File: config.mk
export PLATFORM = sky130hd
export DESIGN_NAME = mister_rom_loader
export DESIGN_NICKNAME = d
export VERILOG_FILES = /design/src/rtl/mister_rom_loader.sv
export SDC_FILE = /design/constraint.sdc
export NUM_CORES = 1
export LEC_CHECK = 0
export ABC_CLOCK_PERIOD_IN_PS = 3690
export CAP_MARGIN = 10
export CORE_MARGIN = 10
export CORE_UTILIZATION = 40
export DETAILED_ROUTE_END_ITERATION = 8
export PLACE_DENSITY_LB_ADDON = 0.12
export SLEW_MARGIN = 5
export SYNTH_ARGS = -nofsm -noshare
export SYNTH_HDL_FRONTEND = slang
export SYNTH_SLANG_ARGS = --single-unit
File: constraint.sdc
create_clock -name clk50 -period 3.69 [get_ports clk50]
set_input_delay 0.5535 -clock clk50 [delete_from_list [all_inputs] [get_ports clk50]]
set_output_delay 0.5535 -clock clk50 [all_outputs]
set_load 0.01 [all_outputs]
File: src/rtl/mister_rom_loader.sv
// -----------------------------------------------------------------------------
// mister_rom_loader
//
// Streams ROM_LEN bytes from a handshaked byte source into a MiSTer-style ioctl
// download port. Each byte is fetched (src_req/src_ack), then written with a
// one-cycle ioctl_wr strobe. Consecutive strobes are spaced by a programmable
// gap, and the SDRAM loader may stretch that gap with ioctl_wait. The core is
// held in reset (rst) for the whole transfer plus RST_HOLD cycles, after which
// done is raised until the next start.
//
// Parameters
//   AW        address width of src_addr / ioctl_addr
//   ROM_LEN   number of bytes to transfer (0 allowed: reset pulse only)
//   WR_GAP    cycles between ioctl_wr rising edges with a one-cycle source (2..255)
//   RST_HOLD  cycles rst stays high after the last write
//
// Ports
//   clk50        in   system clock, rising edge
//   rst_base     in   asynchronous active-high reset
//   start        in   one-cycle download request (honoured in IDLE/DONE only)
//   src_req      out  byte fetch request
//   src_addr     out  byte address being fetched
//   src_ack      in   fetch strobe, src_data valid in the same cycle
//   src_data     in   fetched byte
//   ioctl_wait   in   loader back-pressure, holds off the next fetch
//   ioctl_wr     out  one-cycle write strobe
//   ioctl_addr   out  write address (valid with ioctl_wr)
//   ioctl_data   out  write data (valid with ioctl_wr)
//   downloading  out  high while the transfer is in progress
//   rst          out  core reset, low only in DONE
//   done         out  transfer and reset hold complete
// -----------------------------------------------------------------------------
module mister_rom_loader #(
    parameter int AW       = 25,
    parameter int ROM_LEN  = 1024,
    parameter int WR_GAP   = 8,
    parameter int RST_HOLD = 16
) (
    input  logic          clk50,
    input  logic          rst_base,
    input  logic          start,
    output logic          src_req,
    output logic [AW-1:0] src_addr,
    input  logic          src_ack,
    input  logic [7:0]    src_data,
    input  logic          ioctl_wait,
    output logic          ioctl_wr,
    output logic [AW-1:0] ioctl_addr,
    output logic [7:0]    ioctl_data,
    output logic          downloading,
    output logic          rst,
    output logic          done
);

    // One shared down-counter times both the inter-write gap and the reset hold.
    localparam int HOLD_W = (RST_HOLD > 1) ? $clog2(RST_HOLD) : 1;
    localparam int TW     = (HOLD_W > 8) ? HOLD_W : 8;

    // The gap is WRITE (1) + GAP (WR_GAP-2) + FETCH (1) cycles. The counter is
    // loaded on leaving WRITE with the number of GAP cycles still to go after
    // the first one, so it reaches zero in the last GAP cycle.
    localparam logic [TW-1:0] GAP_LOAD  = TW'((WR_GAP > 2) ? WR_GAP - 3 : 0);
    localparam logic [TW-1:0] HOLD_LOAD = TW'((RST_HOLD > 1) ? RST_HOLD - 1 : 0);
    localparam logic [AW-1:0] LAST_N    = AW'((ROM_LEN > 0) ? ROM_LEN - 1 : 0);
    localparam bit            NO_GAP    = (WR_GAP <= 2);
    localparam bit            EMPTY     = (ROM_LEN == 0);

    typedef enum logic [2:0] {
        S_IDLE,
        S_FETCH,
        S_WRITE,
        S_GAP,
        S_HOLD,
        S_DONE
    } state_t;

    state_t          state_q, state_d;
    logic [AW-1:0]   n_q, n_d;
    logic [TW-1:0]   timer_q, timer_d;
    logic            src_req_q, src_req_d;
    logic [AW-1:0]   src_addr_q, src_addr_d;
    logic            ioctl_wr_q, ioctl_wr_d;
    logic [AW-1:0]   ioctl_addr_q, ioctl_addr_d;
    logic [7:0]      ioctl_data_q, ioctl_data_d;
    logic            downloading_q, downloading_d;
    logic            rst_q, rst_d;
    logic            done_q, done_d;
    logic            gap_end;

    always_ff @(posedge clk50 or posedge rst_base) begin
        if (rst_base) begin
            state_q       <= S_IDLE;
            n_q           <= '0;
            timer_q       <= '0;
            src_req_q     <= 1'b0;
            src_addr_q    <= '0;
            ioctl_wr_q    <= 1'b0;
            ioctl_addr_q  <= '0;
            ioctl_data_q  <= '0;
            downloading_q <= 1'b0;
            rst_q         <= 1'b1;
            done_q        <= 1'b0;
        end else begin
            state_q       <= state_d;
            n_q           <= n_d;
            timer_q       <= timer_d;
            src_req_q     <= src_req_d;
            src_addr_q    <= src_addr_d;
            ioctl_wr_q    <= ioctl_wr_d;
            ioctl_addr_q  <= ioctl_addr_d;
            ioctl_data_q  <= ioctl_data_d;
            downloading_q <= downloading_d;
            rst_q         <= rst_d;
            done_q        <= done_d;
        end
    end

    always_comb begin
        state_d       = state_q;
        n_d           = n_q;
        timer_d       = timer_q;
        src_addr_d    = src_addr_q;
        ioctl_addr_d  = ioctl_addr_q;
        ioctl_data_d  = ioctl_data_q;
        downloading_d = downloading_q;
        gap_end       = 1'b0;

        case (state_q)
            S_IDLE, S_DONE: begin
                if (start) begin
                    n_d           = '0;
                    src_addr_d    = '0;
                    downloading_d = 1'b1;
                    if (EMPTY) begin
                        state_d = S_HOLD;
                        timer_d = HOLD_LOAD;
                    end else begin
                        state_d = S_FETCH;
                    end
                end
            end
            S_FETCH: begin
                // The byte is captured straight into the output register, so
                // ioctl_data only ever changes on entry to WRITE.
                if (src_ack) begin
                    ioctl_data_d = src_data;
                    ioctl_addr_d = n_q;
                    state_d      = S_WRITE;
                end
            end
            S_WRITE: begin
                timer_d = GAP_LOAD;
                if (NO_GAP) begin
                    gap_end = 1'b1;
                end else begin
                    state_d = S_GAP;
                end
            end
            S_GAP: begin
                if (timer_q == '0) begin
                    gap_end = 1'b1;
                end else begin
                    timer_d = timer_q - 1'b1;
                end
            end
            S_HOLD: begin
                // Also ends the one-cycle downloading pulse of an empty ROM.
                downloading_d = 1'b0;
                if (timer_q == '0) begin
                    state_d = S_DONE;
                end else begin
                    timer_d = timer_q - 1'b1;
                end
            end
            default: begin
                state_d = S_IDLE;
            end
        endcase

        // Gap expiry: the last byte finishes regardless of ioctl_wait; any
        // other byte waits here (counter parked at zero) until the loader is ready.
        if (gap_end) begin
            if (n_q == LAST_N) begin
                downloading_d = 1'b0;
                state_d       = S_HOLD;
                timer_d       = HOLD_LOAD;
            end else if (!ioctl_wait) begin
                n_d        = n_q + 1'b1;
                src_addr_d = n_q + 1'b1;
                state_d    = S_FETCH;
            end else begin
                state_d = S_GAP;
            end
        end

        // Strobes and status follow the state being entered, so every output
        // is a plain register that lines up with its state.
        src_req_d  = (state_d == S_FETCH);
        ioctl_wr_d = (state_d == S_WRITE);
        rst_d      = (state_d != S_DONE);
        done_d     = (state_d == S_DONE);
    end

    assign src_req     = src_req_q;
    assign src_addr    = src_addr_q;
    assign ioctl_wr    = ioctl_wr_q;
    assign ioctl_addr  = ioctl_addr_q;
    assign ioctl_data  = ioctl_data_q;
    assign downloading = downloading_q;
    assign rst         = rst_q;
    assign done        = done_q;

endmodule

**Word level (Yosys, flattened, before mapping)**

Cells that the tools add are included.

- RAM bits: 0
- Output and inout bits: 63
- Flip-flop bits (word level): 99
- ROM bits: 0
- Bits in latches: 0
- Memories: 0

- Reductions and logical operators: 5
- Multiplexer cells: 27
- Div/mod/pow operators: 0
- $mul: 0
- Add/sub/neg operators: 2
- Eq/ne operators: 10
- Shifts and indexed selects: 0
- Order comparisons: 0
- Bitwise gates (word level): 0

Operators by type and width:

| cell | number |
|---|---|
| 25-bit two-way mux | 10 |
| 25-bit by 1-bit adder with 25-bit output (second input constant) | 1 |
| 25-bit by 10-bit equality test with 1-bit output (second input constant) | 1 |
| 8-bit two-way mux | 3 |
| 8-bit one-hot mux with 2 select lines | 1 |
| 3-bit two-way mux | 5 |
| 3-bit one-hot mux with 5 select lines | 1 |
| 3-bit by 2-bit equality test with 1-bit output (second input constant) | 3 |
| 3-bit equality test (second input constant) | 3 |
| 8-bit zero test | 1 |
| 8-bit by 1-bit subtractor with 8-bit output (second input constant) | 1 |
| 3-bit by 1-bit equality test with 1-bit output (second input constant) | 2 |
| 1-bit two-way mux | 5 |
| 2-bit OR reduction | 2 |
| 3-bit zero test | 1 |
| 3-bit != test (second input constant) | 1 |
| 2-bit two-way mux | 1 |
| 1-bit one-hot mux with 2 select lines | 1 |
| 2-bit AND reduction | 1 |

**Depth between registers and ports, before layout**

Gate-level depths: netlist of the first run.

- Depth in word-level cells: 6
- Depth in mapped cells: 9

**Least setup slack after synthesis of the first run**

OpenSTA, ideal clock, no wires.

- Path kind: flip-flop to flip-flop
- Start point: register n_q[0]
- End point: register src_addr_q[4] (netlist: src_addr[4])
- Cell stages (with the launch flop): 10
- Slack: 1.647 ns
- Path buffers: 3
- Arrival time: 1.923 ns
- Period minus slack after synthesis: 2.043 ns
- Cells stage by stage: dfrtp_1 ha_1 nand3_2 or3_1 clkbuf_2 nor2_1 buf_4 buf_6 nor3_1 a31o_2

- Word-level cells in the longest chain between the ends: 4
- Elaborated cells between the ends (all ways): 5
- Those cells by class: add/sub: 1; eq/ne: 1; mux: 3

Ends and longest elaborated chain:

| item | RTL line | RTL |
|---|---|---|
| start, declared | 78 | `logic [AW-1:0] n_q, n_d;` |
| start signal, assigned | 105 | `n_q <= n_d;` |
| 25-bit by 1-bit adder with 25-bit output | 189 | `src_addr_d = n_q + 1'b1;` |
| 25-bit two-way mux | 187 | `end else if (!ioctl_wait) begin` |
| 25-bit two-way mux * | 183 | `if (n_q == LAST_N) begin` |
| 25-bit two-way mux * | 182 | `if (gap_end) begin` |
| via src_addr_d[4] | 81 | `logic [AW-1:0] src_addr_q, src_addr_d;` |
| end signal, assigned | 108 | `src_addr_q <= src_addr_d;` |
| end, declared | 81 |  |

Mark *: on every way through the listed nets, which the timed path passes. The rest lies on a longest branch.
A chain may end at the register's enable or synchronous reset.

**Worst setup path after layout of the first run**

- Start point: register n_q[0]
- End point: register n_q[0]

- Word-level cells in the longest chain between the ends: 5
- Elaborated cells between the ends (all ways): 7
- Those cells by class: add/sub: 1; eq/ne: 1; mux: 5

Ends and longest elaborated chain:

| item | RTL line |
|---|---|
| parallel branches: the longest is 4 deep, another holds 25-bit by 1-bit adder with 25-bit output | - |
| 25-bit two-way mux * | 182 |
| via n_d[0] | 78 |

Mark *: on every way through the listed nets, which the timed path passes.

==> results of run 1 <==
[logic make-up after synthesis]
family | Yosys count
AND/OR/NAND/NOR | 100
flip-flops | 99
AO/OA/AOI/OAI | 98
buffers and inverters | 38
multiplexers | 36
XOR/XNOR | 21
adder cells (fa/ha/maj) | 3
[synthesized netlist by cell type (3+ instances only)]
cell type,instances,area [um^2]
a21o_1,17,128
a21oi_1,5,25.0
a22o_1,3,26.3
a31o_2,14,123
and2_1,3,18.8
and4_1,3,26.3
buf_2,9,45.0
buf_4,5,37.5
clkbuf_1,9,33.8
dfrtp_1,98,2450
ha_1,3,37.5
inv_1,9,33.8
mux2_2,34,383
nand2_1,20,75.1
nand2b_1,3,18.8
nand3_1,8,40.0
nand4_1,11,68.8
nor2_1,10,37.5
nor3_1,20,100
nor4_1,8,50.1
o211ai_1,12,90.1
o21ai_0,18,90.1
o2bb2ai_1,8,70.1
o31ai_1,3,22.5
or3_1,3,18.8
xnor2_1,8,70.1
xor2_1,13,114
[state kept, by name (all words and copies together) (netlist names)]
| register | flops |
|---|---|
| ioctl_wr | 1 |
| downloading | 1 |
| src_addr | 25 |
| n_q | 25 |
| done | 1 |
| timer_q | 8 |
| rst | 1 |
| ioctl_data | 8 |
| ioctl_addr | 25 |
| src_req | 1 |
| state_q | 3 |
[per-stage QoR]
stage | setup slack, ps | utilization | hold slack [ps] | instances | area (um^2)
final | 997 | 0.509 | 483 | 607 | 5760
after floorplan | 548 | - | 445 | 395 | 4590
after global routing | 819 | 0.509 | 506 | 607 | 5760
after CTS | 988 | 0.509 | 482 | 607 | 5760
after global placement | 973 | 0.481 | 463 | 591 | 5440
after detailed placement | 929 | 0.481 | 471 | 591 | 5440
[critical path: stages, from the launching register on]
cell and delay [ps]:
dfrtp_1 460, ha_1 230, nand3_2 140, or3_1 490, nor2_2 170, o21a_1 810
mux2_2 300
[cells in the final DEF (no fill, tap or decap), drive strengths merged, types with 2 or more instances in the layout]
cell / count
a21boi: 2
a22o: 3
o2bb2ai: 8
and4: 3
nand3: 9
xor2: 13
buf: 7
a31o: 16
o21ai: 18
o31ai: 3
mux2: 34
a21o: 17
a21oi: 5
mux2i: 2
a211oi: 4
bufinv: 2
xnor2: 8
dfrtp: 98
and2: 3
nor2: 10
o211ai: 12
nor4: 9
nand4: 12
nand2b: 4
ha: 3
nor2b: 2
inv: 11
nor3: 21
clkbuf: 11
nand2: 20
o21a: 2
or3: 3
clkdlybuf4s50: 75
[how the worst max path moves through the flow]
stage | start | to
floorplan | rst_base | done
global placement | start | n_q[0]
finish | n_q[0] | n_q[0]
CTS | n_q[0] | n_q[0]
detailed placement | start | n_q[0]
global route | n_q[0] | n_q[0]
[layout make-up]
class,instances,area [um^2]
Fill cell,1025,5560
Tap cell,143,179
Multi-Input combinational cell,258,1930
Inverter,9,36.3
Timing Repair Buffer,82,816
Clock inverter,5,85.1
Sequential cell,99,2480
Clock buffer,11,233
[layer usage]
metal  vias to the layer above  GRT usage  part of all wire
li1                       1592          -                 -
met1                      1675      0.173              0.46
met2                        72      0.213              0.46
met3                         6     0.0567             0.064
met4                         0     0.0382            0.0098
met5                         -          0                 0
[report_power, final]
group          switching [uW]  internal [uW]
registers                 134           1220
clock network             414            601
logic                     407            402
==> flow_metrics.py, run 1 <==
metrics = {
    "outcome": {
        "status": "completed",
    },
    "min_path": {
        "hold_path_depth": 1,
        "min_path_type": "register to register",
        "min_to": "timer_q[6]",
        "min_from": "timer_q[6]",
    },
    "sta": {
        "fin_setup_tns_ps": 0,
        "fin_crit_sh": 0.730,
        "worst_pin_slew_ps": 1010,
        "fmax_mhz": 371,
        "fin_skew_ps": 7.12,
        "slew_violations": 0,
        "finalSetupViolCount": 0,
        "hold_viol": 0,
        "max_slew_margin": 0.327,
        "period_needed_ps": 2690,
        "rsz0062_at_grt": "no",
    },
    "yosys": {
        "synth_top_family_by_area": "compound AO/OA/AOI/OAI gates",
        "synth_mux_area_frac": 0.0877,
        "synth_xor_area_frac": 0.0400,
        "synth_compound_area_frac": 0.159,
        "ys_ff_latch": 99,
        "synth_seq_area_share": 0.540,
        "syn-cell-area_um2": 4590,
        "yosys.area_share.simple": 0.124,
        "synthAdderAreaFrac": 0.00817,
        "synth.distinct_cells": 55,
        "ys.flop_type": "dfrtp_1",
        "async_reset_ff_frac": 1.00,
        "synth.avg_cell_area_um2": 11.6,
        "syn_inst": 395,
        "synth_nets": 411,
        "synth_enable_flop_cells": 0,
        "ys_warn_count": 0,
    },
    "clock_tree": {
        "clockBufferDepth": 2,
        "post_cts_resized": 0,
        "ctsHoldBuffers": 0,
        "clock-sinks": 99,
        "clk_pin_slew_ps": 70,
        "clkLatencyLatePin_ps": 350,
        "root_buffer": "clkbuf_16",
        "numCtsBuffers": 9,
        "post_cts_buffers": 0,
        "htreeDepth": 3,
        "cts_tree": "done",
    },
    "global_route": {
        "grt_max_degree": 57,
        "grt_pass1_wl_um": 18300,
        "track_usage": 0.137,
        "antenna_found_initial": 0,
        "grt_overflow_total": 0,
        "grt_pass1_vias": 3423,
    },
    "setup_path": {
        "critPathRequiredTime_ps": 3980,
        "cp_max_fo": 26,
        "cp-start-kind": "register",
        "worstPathArrival_ps": 2980,
        "r2r_cells": 6,
        "regToRegStartpoint": "n_q[0]",
        "worstSetupPathType": "register to register",
        "end_kind": "register",
        "r2r_slack_ps": 1000,
        "r2r_end": "n_q[0]",
    },
    "route": {
        "ant_nets": 0,
        "finalWirelength_um": 11100,
        "post_drt_via_cell_ratio": 5.51,
        "dr.pass1.iters": 4,
        "first_iter_violations": 265,
        "vias": 3345,
        "drc_errors": 0,
        "wire_per_inst_um": 18.2,
    },
    "die": {
        "core_um2": 11300,
        "dieArea_um2": 16200,
        "io_pins": 76,
        "std_cell_rows": 39,
        "initial_core_util": 0.406,
        "fp.dieH_um": 127,
        "die_width_um": 127,
    },
    "layout": {
        "drive_above_1_share": 0.177,
        "area_delta_synth_final_pct": 25.4,
        "antenna_cells": 0,
        "final_nets": 475,
    },
    "pwr": {
        "power_density_nw_per_um2": 552,
        "ir_drop_mv": 0.444,
        "cellLeakagePower_uw": 0.00258,
        "p_total_uw": 3180,
    },
    "placed_design": {
        "numPortBuffers": 75,
        "routabilityCongestion": 0.823,
        "dp_hpwl_um": 7550,
    },
    "run": {
        "maxCapViolations": 0,
    },
}
Note: power is estimated with default switching activity, not from simulation.
==> run 2: changes to the inputs <==
Settings changed: ABC_CLOCK_PERIOD_IN_PS 3690 to 2510.
Clock period 3.69 ns to 2.51 ns, I/O delays scaled along.
==> flow_metrics.py, run 2 (same netlist as run 1, synthesis figures left out) <==
metrics = {
    "pwr": {
        "cellLeakagePower_uw": 0.00264,
        "power_density_nw_per_um2": 791,
        "ir_drop_mv": 0.396,
    },
    "sta": {
        "fin_setup_tns_ps": 0,
        "fin_skew_ps": 6.29,
        "fmax_mhz": 443,
        "hold_viol": 0,
        "worst_pin_slew_ps": 797,
        "finalSetupViolCount": 0,
        "rsz0062_at_grt": "no",
        "max_slew_margin": 0.464,
        "fin_crit_sh": 0.900,
        "slew_violations": 0,
        "period_needed_ps": 2260,
    },
    "clock_tree": {
        "clkLatencyLatePin_ps": 350,
        "cts_tree": "done",
        "clockBufferDepth": 2,
        "root_buffer": "clkbuf_16",
        "post_cts_buffers": 0,
        "clock-sinks": 99,
        "post_cts_resized": 0,
        "numCtsBuffers": 9,
        "htreeDepth": 3,
        "clk_pin_slew_ps": 70,
        "ctsHoldBuffers": 0,
    },
    "global_route": {
        "antenna_found_initial": 0,
        "grt_max_degree": 100,
        "grt_pass1_vias": 3446,
        "track_usage": 0.142,
        "grt_pass1_wl_um": 18700,
        "grt_overflow_total": 0,
    },
    "layout": {
        "final_nets": 490,
        "layout.cells.non_filler": 622,
        "drive_above_1_share": 0.203,
        "layout.cells.most_common": "dfrtp_1",
        "antenna_cells": 0,
        "area_delta_synth_final_pct": 27.9,
        "final_cell_mix": "98 x dfrtp_1, 75 x clkdlybuf4s50_1, 34 x mux2_2",
    },
    "placed_design": {
        "dp_hpwl_um": 7780,
        "numPortBuffers": 75,
        "routabilityCongestion": 0.815,
        "dp_cells": 606,
    },
    "setup_path": {
        "critPathRequiredTime_ps": 2780,
        "worst_path_dominant_cell_family": "simple AND/OR/NAND/NOR gates",
        "slowest_stage": "or3_1",
        "critical_path.max_stage_delay_ps": 510,
        "cp_max_fo": 8,
        "end_kind": "register",
        "crit_buf_inv": 1,
        "cp-start-kind": "register",
        "path_cells": "ha_1, nand3_2, or3_1, nor2_2, o21a_1, buf_4, o2bb2ai_1",
        "worstPathArrival_ps": 2520,
        "worstSetupPathType": "register to register",
    },
    "route": {
        "drc_errors": 0,
        "post_drt_via_cell_ratio": 5.46,
        "wire_per_inst_um": 18.0,
        "ant_nets": 0,
        "vias": 3398,
        "dr.pass1.iters": 4,
        "finalWirelength_um": 11200,
        "first_iter_violations": 253,
    },
    "run": {
        "maxCapViolations": 0,
    },
    "die": {
        "initial_core_util": 0.406,
        "dieArea_um2": 16200,
        "core_um2": 11300,
        "std_cell_rows": 39,
        "io_pins": 76,
        "die_width_um": 127,
        "fp.dieH_um": 127,
    },
    "min_path": {
        "min_path_type": "register to register",
    },
    "outcome": {
        "status": "completed",
    },
}
-- run 2: cell count changes in the layout (fill, tap and decap cells not counted) --
cell / change
clkinvlp_4: +1
buf_12: +2
inv_8: -1
buf_4: +13
inv_6: -1
inv_4: -1
bufinv_16: -2
clkbuf_8: +4
-- run 2: layout make-up --
cell class              instances  area [um^2]
clock buffers                  15          288
well taps                     143          179
flip-flops and latches         99         2480
fillers                      1034         5450
repair buffers                 97          953
inverters                       9         37.5
multi-input cells             258         1930
clock inverters                 1         5.00
-- run 2: path summary, 6_finish.rpt --
| kind | start | end | slack (ps) | cells after the start |
|---|---|---|---|---|
| min in group asynchronous | rst_base | timer_q[4] | 490 | 3 |
| worst max register to register | n_q[1] | n_q[19] | 250 | 7 |
| worst min register to register | timer_q[6] | timer_q[6] | 480 | 1 |
| max in group asynchronous | rst_base | rst | 1550 | 3 |
| worst min-delay path | timer_q[6] | timer_q[6] | 480 | 1 |
| worst max-delay path | n_q[1] | n_q[19] | 250 | 7 |
-- run 2: routing by layer --
layer	vias to the layer above	global-route usage	routed length, um
li1	1627	-	-
met1	1707	0.186	5210
met2	54	0.213	5230
met3	10	0.0500	605
met4	0	0.0489	137
met5	-	0	0
-- run 2: stage by stage --
step	setup slack, ps	area (um^2)	utilization	hold slack (ps)	power, uW
floorplan	467	4600	-	445	2760
global route	80.0	5880	0.519	501	4920
global placement	268	5580	0.493	460	3310
detailed placement	253	5580	0.493	476	3330
finish	252	5880	0.519	482	4650
CTS	245	5880	0.519	484	4710
-- run 2: power by group --
group / total (uW) / internal, uW / switching, uW
Combinational: 1340 / 677 / 663
Sequential: 1940 / 1800 / 147
Clock: 1360 / 781 / 582
